[config.mk]
export PLATFORM = sky130hd
export DESIGN_NAME = vga_sync_decoder
export DESIGN_NICKNAME = d
export VERILOG_FILES = /design/src/rtl/vga_sync_decoder.sv
export SDC_FILE = /design/constraint.sdc
export NUM_CORES = 1
export LEC_CHECK = 0
export BUFFER_PORTS_ARGS = -buffer_cell sky130_fd_sc_hd__buf_2
export CAP_MARGIN = 10
export CORE_ASPECT_RATIO = 0.6
export CORE_UTILIZATION = 30
export CTS_BUF_LIST = sky130_fd_sc_hd__clkbuf_2
export DETAILED_ROUTE_END_ITERATION = 6
export HOLD_SLACK_MARGIN = 0.02
export PLACE_DENSITY_LB_ADDON = 0.2
export SETUP_SLACK_MARGIN = 0.02
export SLEW_MARGIN = 30
export SYNTH_ARGS = -nofsm -noshare
export SYNTH_HDL_FRONTEND = slang
export SYNTH_SLANG_ARGS = --single-unit
[constraint.sdc]
create_clock -name clk -period 8.9 [get_ports clk]
set_clock_uncertainty 0.05 [all_clocks]
set_input_delay 0.89 -clock clk [delete_from_list [all_inputs] [get_ports clk]]
set_output_delay 0.89 -clock clk [all_outputs]
set_load 0.1 [all_outputs]
[src/rtl/vga_sync_decoder.sv]
// vga_sync_decoder: rebuilds pixel_x / pixel_y / video_on from incoming VGA
// hsync/vsync sampled on the pixel enable, qualifies the timing with a lock
// state machine and pulses sync_err on timing violations.
// Optional statistics (frame_count, err_count) are compiled in when the
// macro VGA_SYNC_DECODER_STATS_EN is defined.
module vga_sync_decoder #(
    parameter int HD         = 640,
    parameter int HF         = 48,
    parameter int HB         = 16,
    parameter int HR         = 96,
    parameter int VD         = 480,
    parameter int VF         = 10,
    parameter int VB         = 33,
    parameter int VR         = 2,
    parameter int LOCK_LINES = 4
) (
    input  logic        clk,
    input  logic        rst,
    input  logic        p_tick,
    input  logic        hsync,
    input  logic        vsync,
    output logic [9:0]  pixel_x,
    output logic [9:0]  pixel_y,
    output logic        video_on,
    output logic        locked,
    output logic        frame_start,
    output logic        sync_err
`ifdef VGA_SYNC_DECODER_STATS_EN
    ,
    output logic [15:0] frame_count,
    output logic [7:0]  err_count
`endif
);

    localparam logic [9:0] HD_C     = 10'(HD);
    localparam logic [9:0] VD_C     = 10'(VD);
    localparam logic [9:0] HTOTAL_C = 10'(HD + HF + HB + HR);
    localparam logic [9:0] VTOTAL_C = 10'(VD + VF + VB + VR);
    localparam logic [9:0] H_LOAD_C = 10'(HD + HB);
    localparam logic [9:0] V_LOAD_C = 10'(VD + VB);
    localparam logic [9:0] SAT10_C  = 10'h3FF;
    localparam logic [7:0] LOCK_C   = 8'(LOCK_LINES);

    typedef enum logic [1:0] {
        SEARCH = 2'd0,
        HLOCK  = 2'd1,
        LOCKED = 2'd2
    } state_t;

    state_t     state_reg, state_next;
    logic       hs_q, vs_q;
    logic       hs_rise, vs_rise, h_wrap;
    logic [9:0] h_count_reg, h_count_next;
    logic [9:0] v_count_reg, v_count_next;
    logic [9:0] period_reg, period_next;
    logic [9:0] line_cnt_reg, line_cnt_next;
    logic [7:0] good_reg, good_next;
    logic       err_detect;

    logic       video_on_next, locked_next, frame_start_next;
    logic       video_on_reg, locked_reg, frame_start_reg, sync_err_reg;

    // Counter reconstruction and period / line measurement (runs in every state)
    always_comb begin
        hs_rise = hsync & ~hs_q;
        vs_rise = vsync & ~vs_q;
        h_wrap  = !hs_rise && (h_count_reg == HTOTAL_C - 10'd1);

        if (hs_rise)
            h_count_next = H_LOAD_C;
        else if (h_wrap)
            h_count_next = '0;
        else
            h_count_next = h_count_reg + 10'd1;

        // A vsync rise overrides the line increment of a same-tick h-wrap
        if (vs_rise)
            v_count_next = V_LOAD_C;
        else if (h_wrap)
            v_count_next = (v_count_reg == VTOTAL_C - 10'd1) ? 10'd0 : v_count_reg + 10'd1;
        else
            v_count_next = v_count_reg;

        // The rise tick itself is tick 1 of the new line, so a correct line
        // shows period == HTOTAL at the following rise.
        if (hs_rise)
            period_next = 10'd1;
        else if (period_reg == SAT10_C)
            period_next = period_reg;
        else
            period_next = period_reg + 10'd1;

        if (vs_rise)
            line_cnt_next = {9'd0, hs_rise};
        else if (hs_rise && line_cnt_reg != SAT10_C)
            line_cnt_next = line_cnt_reg + 10'd1;
        else
            line_cnt_next = line_cnt_reg;
    end

    // Datapath registers advance only on the pixel enable
    always_ff @(posedge clk or negedge rst) begin
        if (!rst) begin
            hs_q         <= 1'b0;
            vs_q         <= 1'b0;
            h_count_reg  <= '0;
            v_count_reg  <= '0;
            period_reg   <= '0;
            line_cnt_reg <= '0;
        end else if (p_tick) begin
            hs_q         <= hsync;
            vs_q         <= vsync;
            h_count_reg  <= h_count_next;
            v_count_reg  <= v_count_next;
            period_reg   <= period_next;
            line_cnt_reg <= line_cnt_next;
        end
    end

    // Lock FSM state register
    always_ff @(posedge clk or negedge rst) begin
        if (!rst) begin
            state_reg <= SEARCH;
            good_reg  <= '0;
        end else if (p_tick) begin
            state_reg <= state_next;
            good_reg  <= good_next;
        end
    end

    // Lock FSM next-state logic and violation detection
    always_comb begin
        state_next = state_reg;
        good_next  = good_reg;
        err_detect = 1'b0;
        case (state_reg)
            SEARCH: begin
                if (hs_rise) begin
                    good_next  = '0;
                    state_next = HLOCK;
                end
            end
            HLOCK: begin
                if (hs_rise) begin
                    if (period_reg == HTOTAL_C)
                        good_next = (good_reg == LOCK_C) ? good_reg : good_reg + 8'd1;
                    else
                        good_next = '0;
                end
                if (vs_rise && good_reg == LOCK_C)
                    state_next = LOCKED;
            end
            LOCKED: begin
                // Wrong line length, missing hsync, or wrong frame height
                if ((hs_rise && period_reg != HTOTAL_C) ||
                    (!hs_rise && period_reg == HTOTAL_C) ||
                    (vs_rise && line_cnt_reg != VTOTAL_C)) begin
                    err_detect = 1'b1;
                    state_next = SEARCH;
                end
            end
            default: state_next = SEARCH;
        endcase
    end

    // Lock FSM output logic (values to be registered on this tick)
    always_comb begin
        locked_next      = (state_next == LOCKED);
        video_on_next    = locked_next && (h_count_next < HD_C) && (v_count_next < VD_C);
        frame_start_next = locked_next && (h_count_next == 10'd0) && (v_count_next == 10'd0) &&
                           ((h_count_reg != 10'd0) || (v_count_reg != 10'd0));
    end

    // Output registers; pulses are rebuilt every clk so they last one clk only
    always_ff @(posedge clk or negedge rst) begin
        if (!rst) begin
            video_on_reg    <= 1'b0;
            locked_reg      <= 1'b0;
            frame_start_reg <= 1'b0;
            sync_err_reg    <= 1'b0;
        end else begin
            frame_start_reg <= p_tick && frame_start_next;
            sync_err_reg    <= p_tick && err_detect;
            if (p_tick) begin
                video_on_reg <= video_on_next;
                locked_reg   <= locked_next;
            end
        end
    end

    assign pixel_x     = h_count_reg;
    assign pixel_y     = v_count_reg;
    assign video_on    = video_on_reg;
    assign locked      = locked_reg;
    assign frame_start = frame_start_reg;
    assign sync_err    = sync_err_reg;

`ifdef VGA_SYNC_DECODER_STATS_EN
    logic [15:0] frame_count_reg;
    logic [7:0]  err_count_reg;

    // Frame counter wraps; error counter saturates so it never reads as clean
    always_ff @(posedge clk or negedge rst) begin
        if (!rst) begin
            frame_count_reg <= '0;
            err_count_reg   <= '0;
        end else begin
            if (p_tick && frame_start_next)
                frame_count_reg <= frame_count_reg + 16'd1;
            if (p_tick && err_detect && err_count_reg != 8'hFF)
                err_count_reg <= err_count_reg + 8'd1;
        end
    end

    assign frame_count = frame_count_reg;
    assign err_count   = err_count_reg;
`endif

endmodule

Word level (Yosys, flattened, before mapping)
Index checks and enable logic that the tools add are counted.
{"block": "op_classes", "n_addsub": 5, "magnitude_cmp": 2, "n_eq_ne": 15, "muxes": 20, "bitwise_logic": 4, "n_reduce_logical": 27}
{"operator": "$mux 10", "count": 9}
{"operator": "$add 10x1->10 const B", "count": 4}
{"operator": "$eq 10x10->1 const B", "count": 4}
{"operator": "$mux 8", "count": 4}
{"operator": "$ne 10x10->1 const B", "count": 3}
{"operator": "$logic_not 10->1", "count": 2}
{"operator": "$reduce_bool 10->1", "count": 2}
{"operator": "$pmux 8 s2", "count": 1}
{"operator": "$logic_and 1x1->1", "count": 13}
{"operator": "$lt 10x10->1 const B", "count": 1}
{"operator": "$lt 10x9->1 const B", "count": 1}
{"operator": "$add 8x1->8 const B", "count": 1}
{"operator": "$eq 8x3->1 const B", "count": 1}
{"operator": "$mux 2", "count": 3}
{"operator": "$ne 2x2->1 const B", "count": 3}
{"operator": "$pmux 2 s3", "count": 1}
{"operator": "$reduce_and 5->1", "count": 1}
{"operator": "$eq 2x2->1 const B", "count": 2}
{"operator": "$reduce_and 2->1", "count": 2}
{"operator": "$reduce_bool 2->1", "count": 2}
{"operator": "$logic_or 1x1->1", "count": 3}
{"operator": "$ne 3x3->1 const B", "count": 1}
{"operator": "$and 1x1->1", "count": 2}
{"operator": "$eq 2x1->1 const B", "count": 1}
{"operator": "4 further kinds", "count": 6}
{"block": "word_totals", "reg_bits": 56, "input_bits": 5, "out_inout_bits": 24, "elab_cells": 85}

Logic depth before layout (Yosys ltp)
Gate-level depths: netlist (run 1).
{"block": "logic_depth", "word_depth": 13, "mapped_depth": 9, "depth_no_buf": 8}

Worst setup path before layout (run 1)
OpenSTA, ideal clock, no wires.
{"block": "synth_path", "kind": "register to register", "startpoint": "register h_count_reg[1] (netlist: pixel_x[1])", "endpoint": "register frame_start_reg (netlist: frame_start)", "setup_ps": 111, "t_arrival_ps": 3267, "required_time_ps": 8739, "slack_ps": 5471, "stages_incl_launch_ff": 9, "path_buffers": 1, "synth_period_minus_slack_ps": 3429, "path_cell_list": "dfrtp_1 ha_1 nand4_1 or4b_4 buf_6 o31a_1 nor4_1 nand4_1 a2111oi_2"}
{"block": "synth_between", "elab_chain_cells": 9, "word_cells_on_any_way": 15, "classes_between": "1 x add/sub; 1 x eq/ne; 4 x mux; 9 x reduce/logical"}
{"element": "start: declaration", "line_no": "53", "source": "logic [9:0] h_count_reg, h_count_next;"}
{"element": "start signal: assignment", "line_no": "113", "source": "h_count_reg <= h_count_next;"}
{"element": "branches (longest 7 deep; another with $add 10x1->10)"}
{"element": "$logic_and 1x1->1 (*)", "line_no": "170", "source": "frame_start_next = locked_next && (h_count_next == 10'd0) && (v_count_next == 10'd0) &&"}
{"element": "$logic_and 1x1->1 (*)", "line_no": "182", "source": "frame_start_reg <= p_tick && frame_start_next;"}
{"element": "end signal: assignment", "line_no": "182"}
{"element": "end: declaration", "line_no": "61", "source": "logic video_on_reg, locked_reg, frame_start_reg, sync_err_reg;"}
Mark *: on every way between the ends.
A chain may end at the register's enable or synchronous reset.

Final worst setup path (run 1)
Ends and elaborated chain as after synthesis.

==> flow_summary_export.csv, run 1 <==
group,metric,value,unit
run_status,status,"complete, no violations",
synthesis,synth_fa_ha_area_frac,0.0367,
detailed_routing,drt-total-wl,8.55,mm
clocking,postCtsSetupBuffers,0,
clocking,path_clk_slew,0.32,ns
die,core,0.0108,mm^2
timing,finalCritPeriodShare,0.366,
synthesis,synth_mux_area_frac,0.0128,
grt,grt_start_max_net_pins,57,
power_and_ir_drop,p_per_area,159,mW/mm^2
timing,setup_viol,0,
timing,max_clock_freq,0.307,GHz
power_and_ir_drop,p_comb_frac,0.274,
power_and_ir_drop,p_int,345,uW
clocking,cts_made_buffers,5,
final_layout,fillers,1173,
synthesis,synthFlopType,"dfrtp_1",
clocking,cts_resized,0,
synthesis,yosysTopAreaCell,"dfrtp_1",
die,fp.dieW,140,um
final_layout,fin_nets,423,
clocking,clk_latency,0.50,ns
setup_path,crit_path_start_kind,"flip-flop",
power_and_ir_drop,power_switching,243,uW
setup_path,worst_ep_required_time,9.28,ns
setup_path,cp-end-kind,"flip-flop",
detailed_routing,ant_nets,0,
power_and_ir_drop,p_leak,0.00152,uW
final_layout,areaGrowthSynthToFinish,8.33,%
synthesis,synth_top_family_by_area,"simple AND/OR/NAND/NOR gates",
synthesis,yosysUniqueCellTypes,52,
place,dp.final_hpwl,6.00,mm
setup_path,worstSetupPathType,"reg -> reg",
clocking,cts_hold_buf,0,
power_and_ir_drop,clkPwrFrac,0.186,
place,port_buffers,28,
synthesis,yosys-top-cells-area,"dfrtp_1 41%, nand2_1 4.4%, o21ai_0 4.4%",
die,die_y,84.6,um
die,io_pins,29,
place,gp_congestion,0.868,
detailed_routing,drt_pass1_iterations,5,
die,die_area,0.0118,mm^2
synthesis,async_flop_share,1.00,
hold_path,hold_class,"in -> async",
detailed_routing,drt_iter0_markers,246,
setup_path,cp.arrival,3.64,ns
final_layout,final_util,0.342,
detailed_routing,post_drt_via_cell_ratio,5.47,
synthesis,synthesis.area,0.00341,mm^2
setup_path,critical_path.max_fanout,17,
timing,rsz0062_at_grt,"no",
synthesis,syn-num-nets,407,
detailed_routing,top_layer,"met4",
grt,first_global_vias,2762,
place,post-place-cells,540,
clocking,cts_tree,"built",
detailed_routing,wl_met3,464,um
final_layout,final_common_cell,"dfrtp_1",
die,start_util,0.315,
grt,grt_pass1_wl,14.5,mm
synthesis,syn_area_per_cell,8.70,um^2
power_and_ir_drop,switching_share,0.413,
synthesis,synth-xor-area-share,0.0617,
final_layout,n_antenna_cell,0,
detailed_routing,m1WireLength,4.74,mm
synthesis,synth_edf_count,0,
timing,fin_crit,3.26,ns
grt,antenna_found_initial,0,
timing,hold_violations,0,
grt,overflow,0,
clocking,clk_path_buf_depth,2,
detailed_routing,route.detailed.drc,0,
detailed_routing,via_count,2999,
flow_run,cap_violations,0,
synthesis,synth-seq-cells,56,
timing,tns,0,ns
timing,relSlewSlack,0.401,
power_and_ir_drop,irDropWorstVdd,87.2,uV
synthesis,synth_compound_area_frac,0.164,
final_layout,drive_above_1_share,0.122,
timing,slew_violations,0,
synthesis,yosysTopAreaCellShare,0.411,
clocking,cts_max_level,2,
clocking,cts.sinks,56,
final_layout,layoutNonFillerInstCount,548,
synthesis,synth-warning-count,0,
synthesis,yosysSeqAreaShare,0.411,
synthesis,syn-instance-count,392,
grt,grt.total_usage,0.153,
detailed_routing,wl_met2,3.28,mm
final_layout,most-common-layout-cells,"56 x dfrtp_1, 40 x nand2_1, 39 x nor2_1, 30 x o21ai_0, 28 x buf_2",
die,rows,29,
detailed_routing,avgRoutedWirePerCell,15.6,um
timing,tightestPinTransition,0.892,ns
synthesis,synth-simple-area-share,0.269,
clocking,cts.root.buffer_cell,"clkbuf_2",
power_and_ir_drop,seqPwrFrac,0.540,
==> per-stage QoR <==
step / area [um^2] / worst slack (ns) / power [uW] / hold slack (ns)
final: 3690 / 5.64 / 589 / 0.420
after global routing: 3690 / 5.52 / 627 / 0.420
after CTS: 3690 / 5.74 / 594 / 0.424
after detailed placement: 3650 / 5.54 / 483 / 0.416
after global placement: 3650 / 5.63 / 483 / 0.416
after floorplan: 3410 / 5.47 / 442 / 0.430
==> cell usage after synthesis (9+ instances only) <==
cell,number
nand2_1,40
inv_1,16
o31ai_1,12
dfrtp_1,56
nor4_1,9
a21oi_1,11
ha_1,10
nor2_1,39
clkbuf_1,17
nand4_1,15
nand3_1,21
nor3_1,10
xnor2_1,11
o21ai_0,30
xor2_1,13
==> metal layers <==
metal / global-route usage / vias to the layer above
met5: 0 / -
met4: 0.0360 / 0
met3: 0.0331 / 7
met2: 0.203 / 83
met1: 0.245 / 1453
li1: - / 1456
==> area by class of cell <==
class / count / area, um^2 / share of cell area
multi-input cells: 299 / 1860 / 0.503
flip-flops and latches: 56 / 1400 / 0.379
inverters: 16 / 60.1 / 0.0163
well taps: 139 / 174 / 0.0471
clock buffers: 5 / 25.0 / 0.00678
clock inverters: 3 / 18.8 / 0.00508
repair buffers: 30 / 155 / 0.0420
==> kinds of logic after synthesis <==
| logic type | count (synthesis) |
|---|---|
| AO/OA/AOI/OAI | 85 |
| XOR/XNOR | 24 |
| adder cells (fa/ha/maj) | 10 |
| buffers and inverters | 37 |
| flip-flops | 56 |
| multiplexers | 4 |
| AND/OR/NAND/NOR | 176 |
==> critical path, cell delays in order (launching register included) <==
cell and delay (ns):
dfrtp_1 0.52, ha_1 0.32, nand4_1 0.36, or4b_4 0.73, o31a_1 0.35, nor4_1 0.31
nand4_1 0.19, a2111oi_2 0.37
==> power by group through the flow <==
| stage | sequential, uW | combinational, uW | clock (uW) |
|---|---|---|---|
| 5_1_grt | 324 | 179 | 125 |
| 2_1_floorplan | 358 | 83.8 | 0 |
| 3_3_place_gp | 322 | 161 | 0 |
| 3_5_place_dp | 322 | 161 | 0 |
| 4_1_cts | 318 | 162 | 115 |
| 6_report | 318 | 161 | 109 |
==> worst paths after layout <==
| check | slack, ns | to | depth (start not counted) | start |
|---|---|---|---|---|
| setup / recovery | 5.64 | frame_start | 7 | pixel_x[1] |
| hold / removal | 0.42 | line_cnt_reg[7] | 2 | rst |
| setup reg to reg | 5.64 | frame_start | 7 | pixel_x[1] |
| hold reg to reg | 0.47 | locked | 1 | locked |
| max in group asynchronous | 7.88 | pixel_x[8] | 2 | rst |
| min in group clk | 0.47 | locked | 1 | locked |
(Power assumes the default switching activity.)
==> run 2: changes to the inputs <==
clock period = 3.38 ns   (was 8.9 ns; I/O delays follow)
==> run 2 against run 1 <==
Sequential cell count is the same. Cell count grew 1.1%. Core utilization grew 0.58 points. Wire length grew 0.49%. Non-clock buffer count grew 6. Worst hold slack lost 0.32 ns. Die area is the same. Via count shrank 2.1%. Power grew to 2.6 times the previous value. Register-to-register slack lost 5.3 ns. Critical endpoint unchanged. Largest cell class unchanged. Largest power group unchanged. Highest routed layer unchanged.
==> flow_summary_export.csv, run 2 (synthesis gave the netlist of run 1 again) <==
group,metric,value,unit
final_layout,most-common-layout-cells,"52 x dfrtp_1, 40 x nand2_1, 39 x nor2_1, 30 x o21ai_0, 28 x buf_2",
final_layout,drive_above_1_share,0.140,
setup_path,worst_ep_required_time,3.74,ns
place,pre_cts_ws,0.367,ns
power_and_ir_drop,p_comb_frac,0.278,
grt,first_global_vias,2725,
die,die_area,0.0118,mm^2
detailed_routing,route.detailed.drc,0,
power_and_ir_drop,switching_share,0.405,
power_and_ir_drop,irDropWorstVdd,313,uV
power_and_ir_drop,clkPwrFrac,0.180,
detailed_routing,post_drt_via_cell_ratio,5.30,
final_layout,n_antenna_cell,0,
timing,tns,0,ns
clocking,clk_path_buf_depth,2,
final_layout,areaGrowthSynthToFinish,10.2,%
die,rows,29,
timing,finalCritPeriodShare,0.903,
setup_path,critical_path.max_fanout,17,
power_and_ir_drop,p_per_area,413,mW/mm^2
clocking,path_clk_slew,0.29,ns
final_layout,final_common_cell,"dfrtp_1",
timing,setup_ws,0.328,ns
timing,rsz0062_at_grt,"no",
setup_path,cp.arrival,3.42,ns
setup_path,cp-end-kind,"flip-flop",
timing,setup_viol,0,
flow_run,cap_violations,0,
grt,antenna_found_initial,0,
setup_path,slowest_stage,"or4b_4",
final_layout,fin_nets,429,
power_and_ir_drop,p_leak,0.00156,uW
clocking,clk_latency,0.48,ns
clocking,cts_made_buffers,5,
clocking,cts.sinks,56,
place,gp_congestion,0.841,
setup_path,crit_path_start_kind,"flip-flop",
final_layout,final_util,0.347,
detailed_routing,drt-total-wl,8.59,mm
timing,hold_violations,0,
timing,relSlewSlack,0.436,
setup_path,critPathBufInv,0,
die,die_y,84.6,um
power_and_ir_drop,power_switching,628,uW
clocking,cts_max_level,2,
timing,max_clock_freq,0.328,GHz
detailed_routing,drt_iter0_markers,282,
clocking,cts.root.buffer_cell,"clkbuf_2",
grt,grt_start_max_net_pins,33,
power_and_ir_drop,p_int,922,uW
final_layout,fillers,1125,
clocking,postCtsSetupBuffers,0,
clocking,cts_tree,"built",
grt,grt.total_usage,0.157,
grt,grt_pass1_wl,14.6,mm
setup_path,path_common_cell,"or4b_4",
setup_path,critPathMaxStageDelay,0.66,ns
detailed_routing,drt_pass1_iterations,4,
setup_path,crit_family,"simple AND/OR/NAND/NOR gates",
setup_path,worstSetupPathType,"reg -> reg",
run_status,status,"complete, no violations",
die,start_util,0.315,
die,fp.dieW,140,um
grt,overflow,0,
detailed_routing,via_count,2937,
timing,tightestPinTransition,0.840,ns
die,core,0.0108,mm^2
hold_path,hold_class,"in -> reg",
power_and_ir_drop,seqPwrFrac,0.541,
timing,slew_violations,0,
timing,fin_crit,3.05,ns
die,io_pins,29,
place,port_buffers,28,
detailed_routing,ant_nets,0,
setup_path,cp_cell_sequence,"or4b_4 > or4b_4 > o31a_1 > nor4_1 > nand4_1 > a2111oi_2",
place,dp.final_hpwl,6.19,mm
detailed_routing,avgRoutedWirePerCell,15.5,um
[run 2: cell count changes in the layout (fill, tap and decap cells not counted)]
cell	change
buf_4	+3
dfrtp_2	+4
buf_12	+1
dlygate4sd3_1	+2
dfrtp_1	-4
clkbuf_2	+2
clkinvlp_4	-2
[run 2: what timing repair did]
action,in CTS,in global routing
hold endpoints to repair,25,0
hold buffers,2,0
gates resized for setup,0,0
[run 2: layout make-up]
cell class                 count  area [um^2]  area share
clock buffer                   7         35.0     0.00933
clock inverter                 1         3.75    0.000999
inverter                      16         60.1      0.0160
multi-input combinational    299         1860       0.495
sequential                    56         1410       0.374
tap                          139          174      0.0463
timing repair buffer          36          218      0.0580
[run 2: through the flow]
step           instances  power (uW)  hold WS, ns  cell area (um^2)
3_5_place_dp         544        1280        0.352              3700
2_1_floorplan        392        1160     -0.00759              3410
6_report             554        1550        0.105              3760
4_1_cts              554        1570       0.0699              3760
3_3_place_gp         544        1270        0.348              3700
5_1_grt              554        1660       0.0541              3760
[run 2: worst paths after layout]
check	startpoint	slack, ns	depth (start not counted)	end
worst max-delay path	pixel_x[5]	0.33	6	frame_start
max in group asynchronous	rst	2.35	3	period_reg[7]
worst min-delay path	hsync	0.10	2	hs_q
worst max register to register	pixel_x[5]	0.33	6	frame_start
worst min register to register	locked	0.47	1	locked
min in group asynchronous	rst	0.30	2	line_cnt_reg[4]
[run 2: power by group through the flow]
| stage | combinational [uW] | sequential, uW | clock (uW) |
|---|---|---|---|
| final | 431 | 839 | 280 |
| after global routing | 479 | 858 | 327 |
| after CTS | 434 | 837 | 299 |
| after detailed placement | 431 | 847 | 0 |
| after global placement | 426 | 847 | 0 |
| after floorplan | 220 | 944 | 0 |
[run 2: metal layers]
| layer | share of wire | wire length (um) | GRT usage | vias up |
|---|---|---|---|---|
| met1 | 0.56 | 4850 | 0.259 | 1387 |
| met3 | 0.052 | 451 | 0.0314 | 8 |
| met2 | 0.38 | 3230 | 0.202 | 77 |
| met5 | 0 | 0 | 0 | - |
| met4 | 0.0073 | 63 | 0.0330 | 0 |
| li1 | - | - | - | 1465 |
==> run 3: changes to the inputs <==
CORE_UTILIZATION = 62   (was 30)
==> run 3 against run 2 <==
The flow now finishes with violations (design-rule violations). Non-clock buffer count stayed put. Wire length is 8.8% lower. Cell area decreased by 3.0%. Global-route usage grew 13 points. Register-to-register slack about the same. Critical path depth stayed put. Cell count is 13% lower. Die area is 51% lower. Count of clock-buffer cells in the layout is the same. Via count increased by 4.6%. Sequential power barely moved. First-iteration DRC count up 7.1%. Largest power group unchanged. Highest routed layer unchanged.
==> flow_summary_export.csv, run 3 (synthesis gave the netlist of run 1 again) <==
group,metric,value,unit
power_and_ir_drop,p_per_area,421,mW/mm^2
place,dp.final_hpwl,5.67,mm
setup_path,path_common_cell,"or4b_4",
detailed_routing,post_drt_via_cell_ratio,6.39,
setup_path,cp-end-kind,"flip-flop",
timing,slew_violations,0,
setup_path,slowest_stage,"or4b_4",
final_layout,final_common_cell,"dfrtp_1",
flow_run,cap_violations,0,
die,io_pins,29,
detailed_routing,drt_pass1_iterations,7,
detailed_routing,drt_iter0_markers,302,
final_layout,most-common-layout-cells,"52 x dfrtp_1, 40 x nand2_1, 39 x nor2_1, 30 x o21ai_0, 28 x buf_2",
clocking,clk_path_buf_depth,2,
final_layout,multi_input_area,0.00185,mm^2
detailed_routing,drt-total-wl,7.84,mm
timing,finalCritPeriodShare,0.902,
setup_path,r2r_start,"pixel_x[5]",
place,gp_congestion,0.949,
die,core,0.00518,mm^2
setup_path,worstSetupPathType,"reg -> reg",
final_layout,n_antenna_cell,0,
final_layout,seq_area,0.00141,mm^2
power_and_ir_drop,irDropWorstVdd,631,uV
detailed_routing,ant_nets,0,
power_and_ir_drop,p_leak,0.00156,uW
setup_path,rr_endpoint,"frame_start",
timing,tns,0,ns
grt,grt.total_usage,0.292,
die,fp.dieW,97.7,um
detailed_routing,via_count,3073,
die,die_y,59.4,um
die,die_area,0.00581,mm^2
final_layout,fin_nets,429,
run_status,status,"finished with violations",
grt,grt_start_max_net_pins,38,
setup_path,rrSetupSlack,0.33,ns
timing,tightestPinTransition,0.805,ns
final_layout,final_util,0.704,
setup_path,r2r_cells,6,
final_layout,fillers,408,
setup_path,critPathMaxStageDelay,0.66,ns
die,rows,20,
timing,holdWs,0.0811,ns
clocking,cts_tree,"built",
hold_path,holdPathStages,2,
setup_path,critPathBufInv,0,
grt,first_global_vias,2711,
final_layout,drive_above_1_share,0.142,
timing,hold_violations,0,
grt,grt_pass1_wl,13.2,mm
setup_path,crit_family,"simple AND/OR/NAND/NOR gates",
hold_path,min_to,"vs_q",
detailed_routing,avgRoutedWirePerCell,16.3,um
clocking,clk_latency,0.45,ns
clocking,cts_resized,0,
setup_path,worst_ep_required_time,3.71,ns
hold_path,hold_class,"in -> reg",
grt,antenna_found_initial,0,
run_status,violations,"design-rule violations",
setup_path,cp_cell_sequence,"or4b_4 > or4b_4 > o31a_1 > nor4_1 > nand4_1 > a2111oi_2",
clocking,cts.root.buffer_cell,"clkbuf_2",
hold_path,worstHoldStart,"vsync",
final_layout,areaGrowthSynthToFinish,6.90,%
timing,relSlewSlack,0.463,
timing,setup_viol,0,
timing,rsz0062_at_grt,"no",
clocking,cts.sinks,56,
detailed_routing,route.detailed.drc,4,
clocking,path_clk_slew,0.28,ns
clocking,cts_made_buffers,5,
grt,overflow,0,
setup_path,crit_path_start_kind,"flip-flop",
setup_path,cp.arrival,3.37,ns
clocking,cts_max_level,2,
setup_path,critical_path.max_fanout,17,
timing,fin_crit,3.05,ns
die,start_util,0.658,
clocking,postCtsSetupBuffers,0,
timing,max_clock_freq,0.328,GHz
place,port_buffers,28,
==> run 3: per-stage QoR <==
step | cells | worst slack (ns) | cell area (um^2) | total power (uW)
floorplan | 392 | 0.0204 | 3410 | 1160
global placement | 472 | 0.452 | 3590 | 1260
detailed placement | 472 | 0.401 | 3590 | 1270
CTS | 481 | 0.332 | 3640 | 1540
global route | 481 | 0.140 | 3640 | 1620
finish | 481 | 0.332 | 3640 | 1530
==> run 3: worst max-delay path by stage <==
stage,cells past startpoint,from,slack [ns],to
after floorplan,7,pixel_x[9],0.02,frame_start
after global placement,6,pixel_x[5],0.45,frame_start
after detailed placement,6,pixel_x[5],0.40,frame_start
after CTS,6,pixel_x[5],0.33,frame_start
after global routing,7,pixel_x[1],0.14,frame_start
final,6,pixel_x[5],0.33,frame_start
==> run 3: what timing repair did <==
action	4_1_cts	5_1_grt
endpoints found under the hold margin	36	0
hold buffers	1	0
setup endpoints to repair	0	0
==> run 3: final cells by class <==
class | count | share of cell area
sequential | 56 | 0.386
tap | 66 | 0.0227
multi-input combinational | 299 | 0.508
timing repair buffer | 36 | 0.0556
clock buffer | 7 | 0.00961
inverter | 16 | 0.0165
clock inverter | 1 | 0.00137
==> run 3: power by group <==
group / internal, uW / switching (uW) / total, uW
logic: 130 / 296 / 427
registers: 737 / 103 / 840
clock network: 56.3 / 210 / 266
total: 923 / 610 / 1530
==> run 3: metal layers <==
layer,vias to the layer above,GRT usage,routed length [um]
met5,-,0,0
met2,140,0.412,3210
met3,11,0.0519,610
met4,0,0.0887,76
li1,1469,-,-
met1,1453,0.452,3940
